[config.mk]
export PLATFORM = sky130hd
export DESIGN_NAME = vga_frame_controller_flat
export DESIGN_NICKNAME = d
export VERILOG_FILES = /design/src/rtl/vga_timing_pkg.sv /design/src/rtl/vga_frame_controller_if.sv /design/src/rtl/vga_vertical_counter.sv /design/src/rtl/vga_frame_controller.sv /design/src/flat_wrapper.sv
export SDC_FILE = /design/constraint.sdc
export NUM_CORES = 1
export LEC_CHECK = 0
export BUFFER_PORTS_ARGS = -buffer_cell sky130_fd_sc_hd__buf_2
export CAP_MARGIN = 20
export CORE_MARGIN = 5
export CORE_UTILIZATION = 40
export CTS_CLUSTER_DIAMETER = 100
export DETAILED_ROUTE_END_ITERATION = 10
export HOLD_SLACK_MARGIN = 0.02
export PLACE_DENSITY_LB_ADDON = 0.2
export SYNTH_ARGS = -nofsm -noshare
export SYNTH_HDL_FRONTEND = slang
export SYNTH_HIERARCHICAL = 1
export SYNTH_SLANG_ARGS = --single-unit
[constraint.sdc]
create_clock -name clk_25MHz -period 3.4 [get_ports clk_25MHz]
set_clock_uncertainty 0.1 [all_clocks]
set_input_delay 0.17 -clock clk_25MHz [delete_from_list [all_inputs] [get_ports clk_25MHz]]
set_output_delay 0.17 -clock clk_25MHz [all_outputs]
set_load 0.1 [all_outputs]
[src/rtl/vga_timing_pkg.sv]
// Shared 640x480@60 timing constants and the frame-update FSM encoding.
package vga_timing_pkg;

    localparam int unsigned H_VISIBLE = 640;
    localparam int unsigned H_FP      = 16;
    localparam int unsigned H_SYNC    = 96;
    localparam int unsigned H_BP      = 48;
    localparam int unsigned H_TOTAL   = H_VISIBLE + H_FP + H_SYNC + H_BP;

    localparam int unsigned V_VISIBLE = 480;
    localparam int unsigned V_FP      = 10;
    localparam int unsigned V_SYNC    = 2;
    localparam int unsigned V_BP      = 33;
    localparam int unsigned V_TOTAL   = V_VISIBLE + V_FP + V_SYNC + V_BP;

    localparam int unsigned H_SYNC_START = H_VISIBLE + H_FP;
    localparam int unsigned H_SYNC_END   = H_SYNC_START + H_SYNC;
    localparam int unsigned V_SYNC_START = V_VISIBLE + V_FP;
    localparam int unsigned V_SYNC_END   = V_SYNC_START + V_SYNC;

    localparam logic SYNC_ACTIVE = 1'b0;

    // Encoding 2'd3 is unused and recovers to StIdle.
    typedef enum logic [1:0] {
        StIdle = 2'd0,
        StReq  = 2'd1,
        StDone = 2'd2
    } upd_state_e;

endpackage

[src/rtl/vga_frame_controller_if.sv]
// Bundle between the horizontal counter / game logic and the frame controller.
interface vga_frame_controller_if;

    logic [15:0] H_Count_Value;
    logic        enable_V_Counter;
    logic        update_ack;
    logic        overrun_clr;
    logic        hsync;
    logic        vsync;
    logic        video_on;
    logic [9:0]  pixel_x;
    logic [9:0]  pixel_y;
    logic        frame_start;
    logic        update_req;
    logic        overrun;
    logic [15:0] frame_count;

    modport master (
        output H_Count_Value, enable_V_Counter, update_ack, overrun_clr,
        input  hsync, vsync, video_on, pixel_x, pixel_y, frame_start,
               update_req, overrun, frame_count
    );

    modport slave (
        input  H_Count_Value, enable_V_Counter, update_ack, overrun_clr,
        output hsync, vsync, video_on, pixel_x, pixel_y, frame_start,
               update_req, overrun, frame_count
    );

endinterface

[src/rtl/vga_vertical_counter.sv]
// Line counter for the 525-line frame plus vertical-blanking and wrap decodes.
module vga_vertical_counter
    import vga_timing_pkg::*;
(
    input  logic       clk_i,
    input  logic       rst_ni,
    input  logic       enable_i,
    output logic [9:0] v_count_o,
    output logic       vbl_start_o,
    output logic       vbl_end_o,
    output logic       frame_wrap_o
);

    logic [9:0] v_count_q, v_count_d;
    logic       last_line;

    assign last_line = (v_count_q == 10'(V_TOTAL - 1));

    always_comb begin
        v_count_d = v_count_q;
        if (enable_i) begin
            v_count_d = last_line ? '0 : v_count_q + 10'd1;
        end
    end

    always_ff @(posedge clk_i or negedge rst_ni) begin
        if (!rst_ni) begin
            v_count_q <= '0;
        end else begin
            v_count_q <= v_count_d;
        end
    end

    // Decodes use the pre-increment count so they line up with the line-end strobe.
    assign v_count_o    = v_count_q;
    assign vbl_start_o  = enable_i && (v_count_q == 10'(V_VISIBLE - 1));
    assign vbl_end_o    = enable_i && last_line;
    assign frame_wrap_o = enable_i && last_line;

endmodule

[src/rtl/vga_frame_controller.sv]
// Registered VGA sync/video/coordinate generation and per-frame game-update handshake.
module vga_frame_controller
    import vga_timing_pkg::*;
(
    input  logic                   clk_25MHz,
    input  logic                   reset_n,
    vga_frame_controller_if.slave  bus
);

    logic [9:0]  v_count;
    logic        vbl_start, vbl_end, frame_wrap;
    logic        h_in_sync, v_in_sync, visible;

    logic        hsync_q, hsync_d;
    logic        vsync_q, vsync_d;
    logic        video_on_q, video_on_d;
    logic [9:0]  pixel_x_q, pixel_x_d;
    logic [9:0]  pixel_y_q, pixel_y_d;
    logic        frame_start_q;
    logic [15:0] frame_count_q, frame_count_d;
    upd_state_e  state_q;
    logic        update_req_q;
    logic        overrun_q;
    logic        overrun_set;

    vga_vertical_counter u_vcount (
        .clk_i        (clk_25MHz),
        .rst_ni       (reset_n),
        .enable_i     (bus.enable_V_Counter),
        .v_count_o    (v_count),
        .vbl_start_o  (vbl_start),
        .vbl_end_o    (vbl_end),
        .frame_wrap_o (frame_wrap)
    );

    // H >= H_TOTAL fails every window test, so illegal counts fall into blanking.
    assign h_in_sync = (bus.H_Count_Value >= 16'(H_SYNC_START)) &&
                       (bus.H_Count_Value <  16'(H_SYNC_END));
    assign v_in_sync = (v_count >= 10'(V_SYNC_START)) && (v_count < 10'(V_SYNC_END));
    assign visible   = (bus.H_Count_Value < 16'(H_VISIBLE)) && (v_count < 10'(V_VISIBLE));

    always_comb begin
        hsync_d       = h_in_sync ? SYNC_ACTIVE : ~SYNC_ACTIVE;
        vsync_d       = v_in_sync ? SYNC_ACTIVE : ~SYNC_ACTIVE;
        video_on_d    = visible;
        pixel_x_d     = visible ? bus.H_Count_Value[9:0] : '0;
        pixel_y_d     = visible ? v_count : '0;
        frame_count_d = frame_wrap ? frame_count_q + 16'd1 : frame_count_q;
    end

    always_ff @(posedge clk_25MHz or negedge reset_n) begin
        if (!reset_n) begin
            hsync_q       <= ~SYNC_ACTIVE;
            vsync_q       <= ~SYNC_ACTIVE;
            video_on_q    <= 1'b0;
            pixel_x_q     <= '0;
            pixel_y_q     <= '0;
            frame_start_q <= 1'b0;
            frame_count_q <= '0;
        end else begin
            hsync_q       <= hsync_d;
            vsync_q       <= vsync_d;
            video_on_q    <= video_on_d;
            pixel_x_q     <= pixel_x_d;
            pixel_y_q     <= pixel_y_d;
            frame_start_q <= frame_wrap;
            frame_count_q <= frame_count_d;
        end
    end

    // An ack arriving on the vbl_end clock still counts as in time.
    assign overrun_set = (state_q == StReq) && vbl_end && !bus.update_ack;

    always_ff @(posedge clk_25MHz or negedge reset_n) begin
        if (!reset_n) begin
            state_q      <= StIdle;
            update_req_q <= 1'b0;
            overrun_q    <= 1'b0;
        end else begin
            unique case (state_q)
                StIdle: begin
                    if (vbl_start) begin
                        state_q      <= StReq;
                        update_req_q <= 1'b1;
                    end
                end
                StReq: begin
                    if (bus.update_ack) begin
                        state_q      <= vbl_end ? StIdle : StDone;
                        update_req_q <= 1'b0;
                    end else if (vbl_end) begin
                        state_q      <= StIdle;
                        update_req_q <= 1'b0;
                    end
                end
                StDone: begin
                    if (vbl_end) begin
                        state_q <= StIdle;
                    end
                end
                default: begin
                    state_q      <= StIdle;
                    update_req_q <= 1'b0;
                end
            endcase

            if (overrun_set) begin
                overrun_q <= 1'b1;
            end else if (bus.overrun_clr) begin
                overrun_q <= 1'b0;
            end
        end
    end

    assign bus.hsync       = hsync_q;
    assign bus.vsync       = vsync_q;
    assign bus.video_on    = video_on_q;
    assign bus.pixel_x     = pixel_x_q;
    assign bus.pixel_y     = pixel_y_q;
    assign bus.frame_start = frame_start_q;
    assign bus.frame_count = frame_count_q;
    assign bus.update_req  = update_req_q;
    assign bus.overrun     = overrun_q;

endmodule

[src/flat_wrapper.sv]
// flat-port wrapper written by rule: the top's interface ports become plain ports
module vga_frame_controller_flat import vga_timing_pkg::*;
  (clk_25MHz, reset_n, bus_H_Count_Value, bus_enable_V_Counter, bus_update_ack, bus_overrun_clr, bus_hsync, bus_vsync, bus_video_on, bus_pixel_x, bus_pixel_y, bus_frame_start, bus_update_req, bus_overrun, bus_frame_count);
  vga_frame_controller_if bus_i ();
  input  logic clk_25MHz;
  input  logic reset_n;
  input wire logic [$bits(bus_i.H_Count_Value)-1:0] bus_H_Count_Value;
  input wire logic [$bits(bus_i.enable_V_Counter)-1:0] bus_enable_V_Counter;
  input wire logic [$bits(bus_i.update_ack)-1:0] bus_update_ack;
  input wire logic [$bits(bus_i.overrun_clr)-1:0] bus_overrun_clr;
  output wire logic [$bits(bus_i.hsync)-1:0] bus_hsync;
  output wire logic [$bits(bus_i.vsync)-1:0] bus_vsync;
  output wire logic [$bits(bus_i.video_on)-1:0] bus_video_on;
  output wire logic [$bits(bus_i.pixel_x)-1:0] bus_pixel_x;
  output wire logic [$bits(bus_i.pixel_y)-1:0] bus_pixel_y;
  output wire logic [$bits(bus_i.frame_start)-1:0] bus_frame_start;
  output wire logic [$bits(bus_i.update_req)-1:0] bus_update_req;
  output wire logic [$bits(bus_i.overrun)-1:0] bus_overrun;
  output wire logic [$bits(bus_i.frame_count)-1:0] bus_frame_count;
  assign bus_i.H_Count_Value = bus_H_Count_Value;
  assign bus_i.enable_V_Counter = bus_enable_V_Counter;
  assign bus_i.update_ack = bus_update_ack;
  assign bus_i.overrun_clr = bus_overrun_clr;
  assign bus_hsync = bus_i.hsync;
  assign bus_vsync = bus_i.vsync;
  assign bus_video_on = bus_i.video_on;
  assign bus_pixel_x = bus_i.pixel_x;
  assign bus_pixel_y = bus_i.pixel_y;
  assign bus_frame_start = bus_i.frame_start;
  assign bus_update_req = bus_i.update_req;
  assign bus_overrun = bus_i.overrun;
  assign bus_frame_count = bus_i.frame_count;
  vga_frame_controller u_core (.clk_25MHz(clk_25MHz), .reset_n(reset_n), .bus(bus_i));
endmodule
==> metrics.md <==
| Metric | Value |
|---|---|
| Clk_lat worst skew | `310 ps` |
| Layout area overhead | `27.0%` |
| Average wire per standard cell | `14.1 µm` |
| Synth async-reset ratio | `1.00` |
| First-pass DRT Iterations | `4` |
| I/O pin count | `63` |
| Crit Path Class | `flip-flop to flip-flop` |
| Starting density of the core | `0.414` |
| Crit path cell chain | `or4_4 > nor3_4 > and2_2 > nand4_1 > nand2b_1 > nor4_2 > xor2_1` |
| Highest Clock Rate | `381 MHz` |
| Non-Filler Instances | `343` |
| Critical-path maximum fanout | `10` |
| Number of global-route vias before repair | `1688` |
| Worst VDD drop | `0.198 mV` |
| Share of layout cells above drive strength 1 | `0.310` |
| Gr ovfl total | `0` |
| Placed Cells | `323` |
| Initial antenna violation count | `0` |
| Count leader, synth | `dfrtp_1` |
| Final Power | `1320 µW` |
| Syn_nets | `215` |
| Startpoint class of the critical path | `flip-flop` |
| Global-route wire length before repair | `8290 µm` |
| CP top delay family | `simple AND/OR/NAND/NOR gates` |
| TNS Setup | `0 ps` |
| Final hold violation count | `0` |
| P per Cell Area | `454 nW/µm²` |
| Max Root-Sink Buffers | `2` |
| Yosys top cell by area | `dfrtp_1` |
| Max Cap Viol | `0` |
| Die Span Y | `85.5 µm` |
| Xor and xnor area share after synthesis | `0.0730` |
| Adder-Cell Fraction of Synth Area | `0.0165` |
| Slew @ Worst Pin | `927 ps` |
| Total Routing Usage GR | `0.142` |
| Hold_buf cts | `12` |
| Root Buffer | `clkbuf_8` |
| Crit share post-route | `0.772` |
| HPWL after detailed placement | `3470 µm` |
| Post-cts resize count | `0` |
| Post-synth EDFFs | `0` |
| Post-synthesis instance area | `2280 µm²` |
| LEAKAGE | `0.00149 µW` |
| H-tree levels | `2` |
| Final-report setup violation count | `0` |
| Seq cells post-synth | `54` |
| Most used DFF post-synth | `dfrtp_1` |
| Routed Antenna Nets | `0` |
| Diodes inserted | `0` |
| Synth cell count leaders | `dfrtp_1 (52), and2_1 (17), nand2_1 (17)` |
| WP data arrival | `2760 ps` |
| DRC | `0` |
| CTS sink cnt | `54` |
| Die X | `85.5 µm` |
| Post-synthesis cell count | `191` |
| Synth area leaders | `dfrtp_1 (57%), and2_1 (4.7%), xnor2_1 (4.2%)` |
| Unrepaired setup endpoints after global routing | `no` |
| Hold Crit Class | `input port to flip-flop` |
| Library cells used by synthesis | `44` |
| Post-CTS setup buffers | `0` |
| Register area share after synthesis | `0.594` |
| Core Util, Final | `0.526` |
| Full die area | `7310 µm²` |
| Crit-path max cell delay | `600 ps` |
| Clock-pin transition on the worst setup and hold timing paths | `100 ps` |
| Row Count | `27` |
| Slowest CP cell | `or4_4` |
| Complex-gate fraction of the synthesized area | `0.0477` |
| Required time worst endpoint | `3530 ps` |
| Count of final max-slew check failures | `0` |
| Via Count | `1633` |
| Nets | `294` |
| Setup crit end kind | `flip-flop` |
| Hold WS | `80.0 ps` |
| Syn Area/Cell | `11.9 µm²` |
| Yosys top cell area share | `0.571` |
| Total CTS buffers | `5` |
| WP buf/inv | `0` |
| Port buffer count | `62` |
| Syn. warnings | `6` |
| CTS tree | `yes` |
| Vias per cell | `4.76` |
| Post-synthesis mux area share | `0.0165` |
| Largest net degree at the start of global routing | `44` |
| Simple-Gate Fraction of Synth Area | `0.233` |
| Placer Congestion | `0.822` |
| Tmin final | `2620 ps` |
| Number of DRC markers in iteration 0 | `54` |
| Core Area | `5510 µm²` |
| Outcome | `completed` |
| Main combinational cell family by area after synthesis | `simple AND/OR/NAND/NOR gates` |
| Post-Route WL | `4830 µm` |
| Slew HR | `0.382` |
==> area by class of cell <==
class / count / area (µm²)
inverter: 5 / 18.8
sequential: 54 / 1350
clock buffer: 6 / 72.6
multi-input combinational: 129 / 885
timing repair buffer: 75 / 438
fill: 495 / 2610
clock inverter: 2 / 37.5
tap: 72 / 90.1
==> power breakdown <==
part | internal [µW] | switching, µW | leakage (µW)
Sequential | 673 | 52.8 | 0.000729
Clock | 220 | 203 | 0.0000514
Combinational | 69.5 | 96.7 | 0.000711
Total | 963 | 352 | 0.00149
==> path summary, 6_finish.rpt <==
kind	start	endpoint	slack, ps	depth (start not counted)
worst max register to register	u_core/u_vcount/v_count_o[6]	u_core/bus.frame_count[14]	780	7
worst max-delay path	u_core/u_vcount/v_count_o[6]	u_core/bus.frame_count[14]	780	7
max in group asynchronous	reset_n	u_core/bus.vsync	1950	3
worst min register to register	u_core/bus.frame_count[15]	u_core/bus.frame_count[15]	390	1
worst min-delay path	bus_enable_V_Counter	u_core/u_vcount/v_count_o[1]	80	2
min in group asynchronous	reset_n	u_core/bus.pixel_x[4]	430	2
==> logic make-up (layout without fill, tap and decap cells) <==
kind of cell    Yosys count  in the layout
flops                    54             54
other cells               1              1
buf+inv                   8             88
simple gates             86             86
xor+xnor                 19             19
mux                       3              3
fa+ha+maj                 3              3
compound gates           17             17
==> routing by layer <==
metal,up-vias,global-route usage,wire (µm)
met5,-,0,0
met4,0,0.0388,54
met3,5,0.0403,304
met2,42,0.220,2210
met1,773,0.196,2270
li1,813,-,-
==> through the flow <==
stage | area [µm²] | setup WS (ps)
after floorplan | 2280 | 926
after CTS | 2900 | 778
final | 2900 | 775
after detailed placement | 2670 | 800
after global placement | 2670 | 854
after global routing | 2900 | 562
==> cell usage in the layout, fill, tap and decap left out, drive strengths merged, types with 2 or more instances in the layout <==
cell          n
buf          63
dfrtp        52
and2         18
nand2        18
dlygate4sd3  12
nor2         11
xnor2        11
xor2          8
o21ai         7
clkbuf        6
nor4          6
nand3         5
inv           5
nand4         4
and3          4
and4          3
nand2b        3
a21oi         3
ha            3
mux2          3
or3           2
nand3b        2
nor2b         2
o22ai         2
dfstp         2
nor3          2
==> worst reg2reg max path, stage by stage (launching register included) <==
cell and delay, ps:
dfrtp_1 440, or4_4 600, nor3_4 230, and2_2 280
nand4_1 200, nand2b_1 230, nor4_2 300, xor2_1 170
==> registers in the layout, indices dropped and copies added, names as in the netlist <==
name                       cells
u_core/bus.update_req          1
u_core/bus.video_on            1
u_core/state_q                 2
u_core/bus.vsync               1
u_core/u_vcount/v_count_o     10
u_core/bus.frame_count        16
u_core/bus.pixel_y            10
u_core/bus.hsync               1
u_core/bus.pixel_x            10
u_core/bus.overrun             1
u_core/bus.frame_start         1
(Power assumes the default switching activity.)
